### config.mk
export PLATFORM = sky130hd
export DESIGN_NAME = sine_voice_sched
export DESIGN_NICKNAME = d
export VERILOG_FILES = /design/src/rtl/sine_pkg.sv /design/src/rtl/sine_rom.sv /design/src/rtl/sine_voice_sched.sv
export SDC_FILE = /design/constraint.sdc
export NUM_CORES = 1
export LEC_CHECK = 0
export ABC_AREA = 1
export BUFFER_PORTS_ARGS = -buffer_cell sky130_fd_sc_hd__buf_2
export CORE_MARGIN = 4
export CORE_UTILIZATION = 35
export DETAILED_ROUTE_END_ITERATION = 7
export GPL_TIMING_DRIVEN = 1
export SYNTH_ARGS = -nofsm -noshare
export SYNTH_HDL_FRONTEND = slang
export SYNTH_SLANG_ARGS = --single-unit
### constraint.sdc
create_clock -name clk -period 4.9 [get_ports clk]
set_input_delay 0.245 -clock clk [delete_from_list [all_inputs] [get_ports clk]]
set_output_delay 0.245 -clock clk [all_outputs]
set_load 0.01 [all_outputs]
### src/rtl/sine_pkg.sv
// Shared constants and state type for the sine voice scheduler and its sine table.
package sine_pkg;

  localparam int NUM_VOICES   = 4;
  localparam int PHASE_W      = 24;
  localparam int VIDX_W       = 2;
  localparam int TABLE_ADDR_W = 8;
  localparam int TABLE_DATA_W = 10;
  localparam int TABLE_MID    = 512;
  localparam int MIX_W        = 12;
  localparam int MIX_MID      = 2048;

  typedef enum logic [1:0] {
    ST_IDLE,
    ST_RUN,
    ST_DONE
  } state_t;

endpackage

### src/rtl/sine_rom.sv
// Combinational 256-entry sine table, unsigned around TABLE_MID, built from a quarter wave.
module sine_rom
  import sine_pkg::*;
(
  input  logic [TABLE_ADDR_W-1:0] addr,
  output logic [TABLE_DATA_W-1:0] data
);

  // round(511 * sin(k * pi / 128)) for k = 0..64
  function automatic logic [8:0] quarter(input logic [6:0] k);
    logic [8:0] q;
    case (k)
      7'd0:  q = 9'd0;   7'd1:  q = 9'd13;  7'd2:  q = 9'd25;  7'd3:  q = 9'd38;
      7'd4:  q = 9'd50;  7'd5:  q = 9'd63;  7'd6:  q = 9'd75;  7'd7:  q = 9'd87;
      7'd8:  q = 9'd100; 7'd9:  q = 9'd112; 7'd10: q = 9'd124; 7'd11: q = 9'd136;
      7'd12: q = 9'd148; 7'd13: q = 9'd160; 7'd14: q = 9'd172; 7'd15: q = 9'd184;
      7'd16: q = 9'd196; 7'd17: q = 9'd207; 7'd18: q = 9'd218; 7'd19: q = 9'd230;
      7'd20: q = 9'd241; 7'd21: q = 9'd252; 7'd22: q = 9'd263; 7'd23: q = 9'd273;
      7'd24: q = 9'd284; 7'd25: q = 9'd294; 7'd26: q = 9'd304; 7'd27: q = 9'd314;
      7'd28: q = 9'd324; 7'd29: q = 9'd334; 7'd30: q = 9'd343; 7'd31: q = 9'd352;
      7'd32: q = 9'd361; 7'd33: q = 9'd370; 7'd34: q = 9'd379; 7'd35: q = 9'd387;
      7'd36: q = 9'd395; 7'd37: q = 9'd403; 7'd38: q = 9'd410; 7'd39: q = 9'd418;
      7'd40: q = 9'd425; 7'd41: q = 9'd432; 7'd42: q = 9'd438; 7'd43: q = 9'd445;
      7'd44: q = 9'd451; 7'd45: q = 9'd456; 7'd46: q = 9'd462; 7'd47: q = 9'd467;
      7'd48: q = 9'd472; 7'd49: q = 9'd477; 7'd50: q = 9'd481; 7'd51: q = 9'd485;
      7'd52: q = 9'd489; 7'd53: q = 9'd492; 7'd54: q = 9'd496; 7'd55: q = 9'd499;
      7'd56: q = 9'd501; 7'd57: q = 9'd503; 7'd58: q = 9'd505; 7'd59: q = 9'd507;
      7'd60: q = 9'd509; 7'd61: q = 9'd510; 7'd62: q = 9'd510; 7'd63: q = 9'd511;
      default: q = 9'd511;
    endcase
    return q;
  endfunction

  logic [6:0] k;
  logic [8:0] mag;

  always_comb begin
    k    = addr[6] ? (7'd64 - {1'b0, addr[5:0]}) : {1'b0, addr[5:0]};
    mag  = quarter(k);
    data = addr[7] ? (TABLE_DATA_W'(TABLE_MID) - {1'b0, mag})
                   : (TABLE_DATA_W'(TABLE_MID) + {1'b0, mag});
  end

endmodule

### src/rtl/sine_voice_sched.sv
// Time-multiplexes NUM_VOICES phase accumulators over one sine table, one voice per cycle,
// and emits one mixed 12-bit sample per accepted sample_tick.
module sine_voice_sched #(
  parameter int NUM_VOICES = sine_pkg::NUM_VOICES,
  parameter int PHASE_W    = sine_pkg::PHASE_W
) (
  input  logic               clk,
  input  logic               rst,
  input  logic               sample_tick,
  input  logic               cfg_we,
  input  logic [1:0]         cfg_voice,
  input  logic [PHASE_W-1:0] cfg_inc,
  input  logic               cfg_en,
  output logic [11:0]        mix_out,
  output logic               mix_valid,
  output logic               busy,
  output logic               overrun
);
  import sine_pkg::*;

  state_t                    state, state_next;
  logic [VIDX_W-1:0]         vidx, vidx_next;
  logic signed [MIX_W-1:0]   acc, contrib;
  logic [TABLE_ADDR_W-1:0]   addr;
  logic [TABLE_DATA_W-1:0]   rom_data;
  logic [PHASE_W-1:0]        phase [NUM_VOICES];
  logic [PHASE_W-1:0]        inc   [NUM_VOICES];
  logic [NUM_VOICES-1:0]     en;
  logic                      start, run, finish, last_voice;

  sine_rom u_rom (
    .addr (addr),
    .data (rom_data)
  );

  // NOTE: state lives in always_ff with <= only, so every register samples pre-edge values.
  always_ff @(posedge clk) begin
    if (rst) state <= ST_IDLE;
    else     state <= state_next;
  end

  // NOTE: every always_comb output is assigned a default first, so no path can infer a latch.
  always_comb begin
    state_next = state;
    case (state)
      ST_IDLE: if (sample_tick) state_next = ST_RUN;
      ST_RUN:  if (last_voice)  state_next = ST_DONE;
      ST_DONE: state_next = ST_IDLE;
      default: state_next = ST_IDLE;
    endcase
  end

  always_comb begin
    busy       = (state != ST_IDLE);
    start      = (state == ST_IDLE) && sample_tick;
    run        = (state == ST_RUN);
    finish     = (state == ST_DONE);
    last_voice = (vidx == VIDX_W'(NUM_VOICES - 1));
    vidx_next  = vidx + 1'b1;
    contrib    = '0;
    if (en[vidx]) contrib = $signed({2'b00, rom_data}) - MIX_W'(TABLE_MID);
  end

  // NOTE: voice registers are flops, not RAM, so they are all reset explicitly.
  always_ff @(posedge clk) begin
    if (rst) begin
      for (int i = 0; i < NUM_VOICES; i++) begin
        phase[i] <= '0;
        inc[i]   <= '0;
      end
      en <= '0;
    end else begin
      for (int i = 0; i < NUM_VOICES; i++) begin
        // A disabling write wins over the scheduled advance; a plain write keeps phase.
        if (cfg_we && cfg_voice == VIDX_W'(i) && !cfg_en)
          phase[i] <= '0;
        else if (run && vidx == VIDX_W'(i) && en[i])
          phase[i] <= phase[i] + inc[i];
      end
      if (cfg_we) begin
        inc[cfg_voice] <= cfg_inc;
        en[cfg_voice]  <= cfg_en;
      end
    end
  end

  always_ff @(posedge clk) begin
    if (rst) begin
      vidx      <= '0;
      acc       <= '0;
      addr      <= '0;
      mix_out   <= MIX_W'(MIX_MID);
      mix_valid <= 1'b0;
      overrun   <= 1'b0;
    end else begin
      mix_valid <= 1'b0;
      overrun   <= busy && sample_tick;
      if (start) begin
        vidx <= '0;
        acc  <= '0;
        addr <= phase[0][PHASE_W-1 -: TABLE_ADDR_W];
      end else if (run) begin
        acc  <= acc + contrib;
        vidx <= vidx_next;
        addr <= phase[vidx_next][PHASE_W-1 -: TABLE_ADDR_W];
      end else if (finish) begin
        mix_out   <= acc + MIX_W'(MIX_MID);
        mix_valid <= 1'b1;
      end
    end
  end

endmodule

=== Word level (Yosys, flattened, before mapping) ===
Memory sizes are Yosys's and may differ from the RTL's.
Index checks and enable logic that the tools add are counted.

* Register bits after elaboration: 42
* Memory bits (writable): 192
* Memory bits (read-only): 576
* Input port bits: 31
* Output and inout port bits: 15
* Word-level logic and storage cells: 134
* Memories kept: 3

* Add/sub/neg operators: 11
* $lt $le $gt $ge: 3
* Equality and inequality tests: 10
* Muxes and demuxes: 59
* Bitwise gates (word level): 10
* Reductions and logical operators: 30

{| class="wikitable"
|+ Memories
! name !! words !! bits a word !! rd ports !! clocked after memory_dff !! write ports !! line !! RTL
|-
| (name not given) || 64 || 9 || 1 || 0 || 0 || sine_rom.sv:12 || <nowiki>case (k)</nowiki>
|-
| inc || 4 || 24 || 4 || 0 || 4 || sine_voice_sched.sv:27 || <nowiki>logic [PHASE_W-1:0] inc [NUM_VOICES];</nowiki>
|-
| phase || 4 || 24 || 5 || 0 || 4 || sine_voice_sched.sv:26 || <nowiki>logic [PHASE_W-1:0] phase [NUM_VOICES];</nowiki>
|}

{| class="wikitable"
|+ Operators with widths
! cell !! count
|-
| 24-bit two-way mux || 9
|-
| 24-bit adder || 4
|-
| 1-bit two-way mux || 37
|-
| 24-bit OR reduction || 1
|-
| 1-bit logical AND || 19
|-
| 8-bit two-way mux || 2
|-
| 12-bit adder || 1
|-
| 12-bit adder, second input constant || 1
|-
| 12-bit two-way mux || 1
|-
| 10-bit by 10-bit subtractor with 11-bit output, second input constant || 1
|-
| 10-bit by 9-bit adder with 10-bit output, first input constant || 1
|-
| 2-bit == test, second input constant || 5
|-
| 10-bit two-way mux || 1
|-
| 10-bit by 9-bit subtractor with 10-bit output, first input constant || 1
|-
| 9-bit two-way mux || 1
|-
| 1-bit OR || 8
|-
| 7-bit two-way mux || 1
|-
| 7-bit by 6-bit subtractor with 7-bit output, first input constant || 1
|-
| 2-bit by 1-bit == test with 1-bit output, second input constant || 3
|-
| 2-bit logical NOT || 3
|-
| 2-bit by 3-bit < comparator with 1-bit output, second input constant || 2
|-
| 2-bit two-way mux || 3
|-
| 4-bit bitwise mux || 1
|-
| 2-bit one-hot mux with 2 select lines || 1
|-
| 13 further kinds || 15
|}

=== Logic depth before layout (Yosys ltp) ===
An unclocked memory read counts as a cell.

* Depth in word-level cells: 9
* Gate-level depth with buffers: 34
* Gate-level depth less buffers: 34

=== Modules after synthesis ===
Synthesis repeated with hierarchy kept, for this count alone.

* Cell total of the unflattened synthesis: 2567
* Area, all modules: 17431.7 um^2

{| class="wikitable"
|+ Modules (own cells, without submodules)
! module !! instances !! cells each !! area each (um^2) !! seq. area each (um^2)
|-
| sine_voice_sched || 1 || 2296 || 16113.0 || 6606.3
|-
| sine_rom || 1 || 271 || 1318.8 || 0.0
|}

=== Least setup slack after synthesis ===
OpenSTA, ideal clock, no wires.

* Path type: register to register
* From: register addr[0]
* To: register acc[10]
* Data arrival time: 3.995 ns
* Required time: 4.785 ns
* Slack: 0.790 ns
* Stages on the path, launching flop included: 29
* Clock period less this slack: 4.110 ns
* Path through: dfxtp_1 inv_2 ha_1 nand2_1 nand2_1 ha_1 nand3_1 nand2_1 nand2_1 nand3_1 a21oi_1 nand2_1 inv_1 ha_1 o21ai_0 a21oi_1 fa_1 a21oi_1 o21bai_1 nand2_1 nand2_1 a21oi_1 o21ai_0 a21oi_1 nor2_1 nor2_1 xnor2_1 o21ai_0 inv_1

* Longest elaborated chain between the ends: 9

{| class="wikitable"
|+ Ends and longest elaborated chain
! what !! line !! RTL
|-
| from (decl) || sine_voice_sched.sv:24 || <nowiki>logic [TABLE_ADDR_W-1:0] addr;</nowiki>
|-
| from (signal assigned) || sine_voice_sched.sv:101 || <nowiki>addr <= phase[0][PHASE_W-1 -: TABLE_ADDR_W];</nowiki>
|-
| from (signal assigned) || sine_voice_sched.sv:105 || <nowiki>addr <= phase[vidx_next][PHASE_W-1 -: TABLE_ADDR_W];</nowiki>
|-
| 7-bit by 6-bit subtractor with 7-bit output || sine_rom.sv:38 || <nowiki>k = addr[6] ? (7'd64 - {1'b0, addr[5:0]}) : {1'b0, addr[5:0]};</nowiki>
|-
| 7-bit two-way mux (*) || sine_rom.sv:38 ||
|-
| memory read 64 x 9 bit || n/a ||
|-
| 9-bit two-way mux (*) || sine_rom.sv:12 ||
|-
| 10-bit by 9-bit adder with 10-bit output / 10-bit by 9-bit subtractor with 10-bit output (equally long branches) || sine_rom.sv:41, sine_rom.sv:40 ||
|-
| 10-bit two-way mux (*) || sine_rom.sv:40 || <nowiki>data = addr[7] ? (TABLE_DATA_W'(TABLE_MID) - {1'b0, mag})</nowiki>
|-
| 10-bit by 10-bit subtractor with 11-bit output (*) || sine_voice_sched.sv:61 || <nowiki>if (en[vidx]) contrib = $signed({2'b00, rom_data}) - MIX_W'(TABLE_MID);</nowiki>
|-
| 12-bit two-way mux (*) || sine_voice_sched.sv:61 ||
|-
| 12-bit adder (*) || sine_voice_sched.sv:103 || <nowiki>acc <= acc + contrib;</nowiki>
|-
| to (signal assigned) || sine_voice_sched.sv:103 ||
|-
| to (decl) || sine_voice_sched.sv:23 || <nowiki>logic signed [MIX_W-1:0] acc, contrib;</nowiki>
|}

Mark *: on every way between the ends. The rest lies on a longest branch, timed or not.
A chain may end at the register's enable or synchronous reset.

=== Final worst setup path ===
* From: register addr[1]
* To: register acc[10]

The elaborated chain is that of the path after synthesis.

==> impl_metrics.json <==
{
  "status": "complete, no violations",
  "worstPathRequired_ns": 5.32,
  "post_drt_wl_per_cell_um": 15.6,
  "fp.dieW_um": 210,
  "cts_sinks": 234,
  "critPathMaxFanout": 6,
  "syn_nets": 1833,
  "grt_pass1_wl_um": 57600,
  "dpl_cell_area_um2": 15100,
  "globalplace.congestion": 0.877,
  "synthAdderAreaFrac": 0.109,
  "leakage_nw": 7.06,
  "first_pass_iters": 5,
  "hpwlAfterDp_um": 26200,
  "htreeDepth": 1,
  "cts_tree": "yes",
  "seq_area_frac_synth": 0.464,
  "clk_path_buf_depth": 3,
  "hold_path_class": "in2reg",
  "pwr_density_cell_nw_per_um2": 347,
  "max_freq_ghz": 0.227,
  "finalInstanceArea_um2": 16100,
  "startpoint": "addr[1]",
  "avgViaCountPerCell": 5.17,
  "ys.flop_type": "edfxtp_1",
  "postCtsSetupBuffers": 0,
  "synth_area_um2": 14200,
  "drive_above_1_share": 0.0760,
  "num_antenna_cells": 0,
  "fin_nets": 1893,
  "yosysTopAreaCellShare": 0.405,
  "cp.arrival_ns": 4.83,
  "worst_r2r_startpoint": "addr[1]",
  "synthCells": 1681,
  "crit_family": "adder cells",
  "drtIter0Drc": 662,
  "synth_simple_gate_area_frac": 0.183,
  "relSlewSlack": 0.196,
  "yosys-top-cells-area": "edfxtp_1 41%, ha_1 10%, a21oi_1 8.9%",
  "grt_usage": 0.158,
  "drv_slew": 0,
  "row_count": 73,
  "synth_top_family_by_area": "simple AND/OR/NAND/NOR gates",
  "synth-edff-count": 192,
  "worstSetupPathType": "reg2reg",
  "antenna_found_initial": 0,
  "syn_area_per_cell_um2": 8.47,
  "portBuffers": 45,
  "ys_types": 42,
  "start_util": 0.356,
  "grt_max_degree": 30,
  "worstMarginPinSlew_ns": 1.20,
  "hold_violations": 0,
  "cap_violations": 0,
  "die_area_um2": 44000,
  "ys_seq_elements": 234,
  "area_growth_pct": 13.0,
  "cts_buffers": 28,
  "fp.coreArea_um2": 40000,
  "overflow": 0,
  "synthXorXnorAreaFrac": 0.00985,
  "ys.warnings.count": 0,
  "hp-start": "cfg_inc[1]",
  "synth_mux_area_frac": 0,
  "fin_total_pwr_mw": 5.58,
  "clkTransAtPathRegs_ns": 0.06,
  "slowest_stage": "fa_1",
  "path_buf_inv": 3,
  "async_reset_ff_frac": 0,
  "endpoint_kind": "flip-flop",
  "vias": 11800,
  "worstSkewPairLatency_ns": 0.59,
  "setup_viol": 0,
  "path_common_cell": "nand2_1",
  "cp-start-kind": "flip-flop",
  "ant_nets": 0,
  "rsz0062_at_grt": "no",
  "drt_wl_total_um": 35700,
  "drc_errors": 0,
  "finalClockSkew_ns": 0.0633,
  "cts_root_buf": "clkbuf_16",
  "ioPinCount": 46,
  "synth_compound_area_frac": 0.173,
  "grt_pass1_vias": 11400,
  "die_h_um": 210,
  "synth_top_area_cell": "edfxtp_1",
  "nFillCells": 4025,
  "period_share": 0.901,
  "post-route-min-period_ns": 4.41,
  "slowest_delay_ns": 0.44,
  "tns_ns": 0,
  "ir_drop_v": 0.000307
}
[final timing paths]
| kind | end | slack [ns] | cells after the start |
|---|---|---|---|
| max | acc[10] | 0.49 | 28 |
| min | inc[3][1] | 0.09 | 3 |
| max reg2reg | acc[10] | 0.49 | 28 |
| min reg2reg | mix_out[11] | 0.47 | 2 |
[report_power, final]
part	switching (mW)	leakage, nW	internal (mW)
registers	0.0618	2.29	2.27
clock network	0.868	0.461	1.28
logic	0.757	4.31	0.345
total	1.69	7.06	3.90
[through the flow]
| stage | setup slack [ns] | utilization | std cells | hold WS (ns) |
|---|---|---|---|---|
| 2_1_floorplan | 0.790 | - | 1681 | 0.388 |
| 3_3_place_gp | 0.342 | 0.376 | 2233 | 0.457 |
| 3_5_place_dp | 0.298 | 0.376 | 2233 | 0.464 |
| 4_1_cts | 0.286 | 0.401 | 2288 | 0.0541 |
| 5_1_grt | 0.0125 | 0.402 | 2288 | 0.0932 |
| 6_report | 0.486 | 0.402 | 2288 | 0.0858 |
[cells in the final DEF, fill, tap and decap left out, types with 29 or more instances in the layout]
| cell type | instances |
|---|---|
| nand3_1 | 78 |
| ha_1 | 115 |
| dfxtp_1 | 41 |
| inv_1 | 179 |
| buf_2 | 45 |
| a21oi_1 | 253 |
| nor2_1 | 199 |
| clkbuf_16 | 29 |
| nand2_1 | 295 |
| o21ai_0 | 161 |
| edfxtp_1 | 192 |
[worst min-delay path: stages]
cell and delay [ns]:
buf_2 0.07, nand2_1 0.16, inv_1 0.09
[kinds of logic after synthesis]
family                   Yosys count
AO/OA/AOI/OAI                    470
buffers and inverters            218
adder cells (fa/ha/maj)          121
XOR/XNOR                          16
flip-flops                       234
AND/OR/NAND/NOR                  622
[registers in the layout (all words and copies together), names as in the netlist]
register and flops:
en 4, inc 96, mix_valid 1, vidx 2
acc 12, mix_out 12, addr 8, phase 96
overrun 1, state 2
[area by class of cell]
class / count / area [um^2] / share of cell area
inverter: 185 / 697 / 0.0433
tap: 525 / 657 / 0.0408
multi-input combinational: 1229 / 6790 / 0.422
sequential: 234 / 6610 / 0.411
clock buffer: 37 / 776 / 0.0482
clock inverter: 15 / 191 / 0.0119
timing repair buffer: 63 / 368 / 0.0229
[synthesized netlist by cell type (2+ instances only)]
| cell | count |
|---|---|
| nand3_4 | 2 |
| nand2_2 | 6 |
| xor2_1 | 11 |
| nor2_2 | 3 |
| nand2_1 | 296 |
| nand2_4 | 4 |
| o21a_1 | 20 |
| o211ai_1 | 6 |
| a31oi_1 | 9 |
| inv_1 | 179 |
| a21oi_1 | 254 |
| ha_1 | 116 |
| o21bai_1 | 5 |
| nor2_1 | 200 |
| a21o_1 | 3 |
| xnor2_1 | 5 |
| o22ai_1 | 8 |
| nor3_1 | 11 |
| nand3_1 | 78 |
| buf_1 | 2 |
| nand4_1 | 9 |
| edfxtp_1 | 192 |
| nand3_2 | 3 |
| o21ai_0 | 161 |
| inv_2 | 5 |
| clkbuf_1 | 24 |
| nor4_1 | 5 |
| dfxtp_1 | 42 |
| fa_1 | 5 |
| buf_6 | 5 |
[layer usage]
metal | routed length, um | part of all wire | track usage | up-vias
met4 | 721 | 0.020 | 0.0443 | 0
met3 | 1750 | 0.049 | 0.0227 | 43
met1 | 17400 | 0.49 | 0.224 | 5565
met2 | 15800 | 0.44 | 0.252 | 263
li1 | - | - | - | 5968
met5 | 0 | 0 | 0 | -
[what timing repair did]
| action | CTS | global route |
|---|---|---|
| resized for setup | 0 | 5 |
| hold buffers | 3 | 0 |
| endpoints found under the hold margin | 2 | 0 |
| setup endpoints to repair | 0 | 1 |
(Power assumes the default switching activity.)
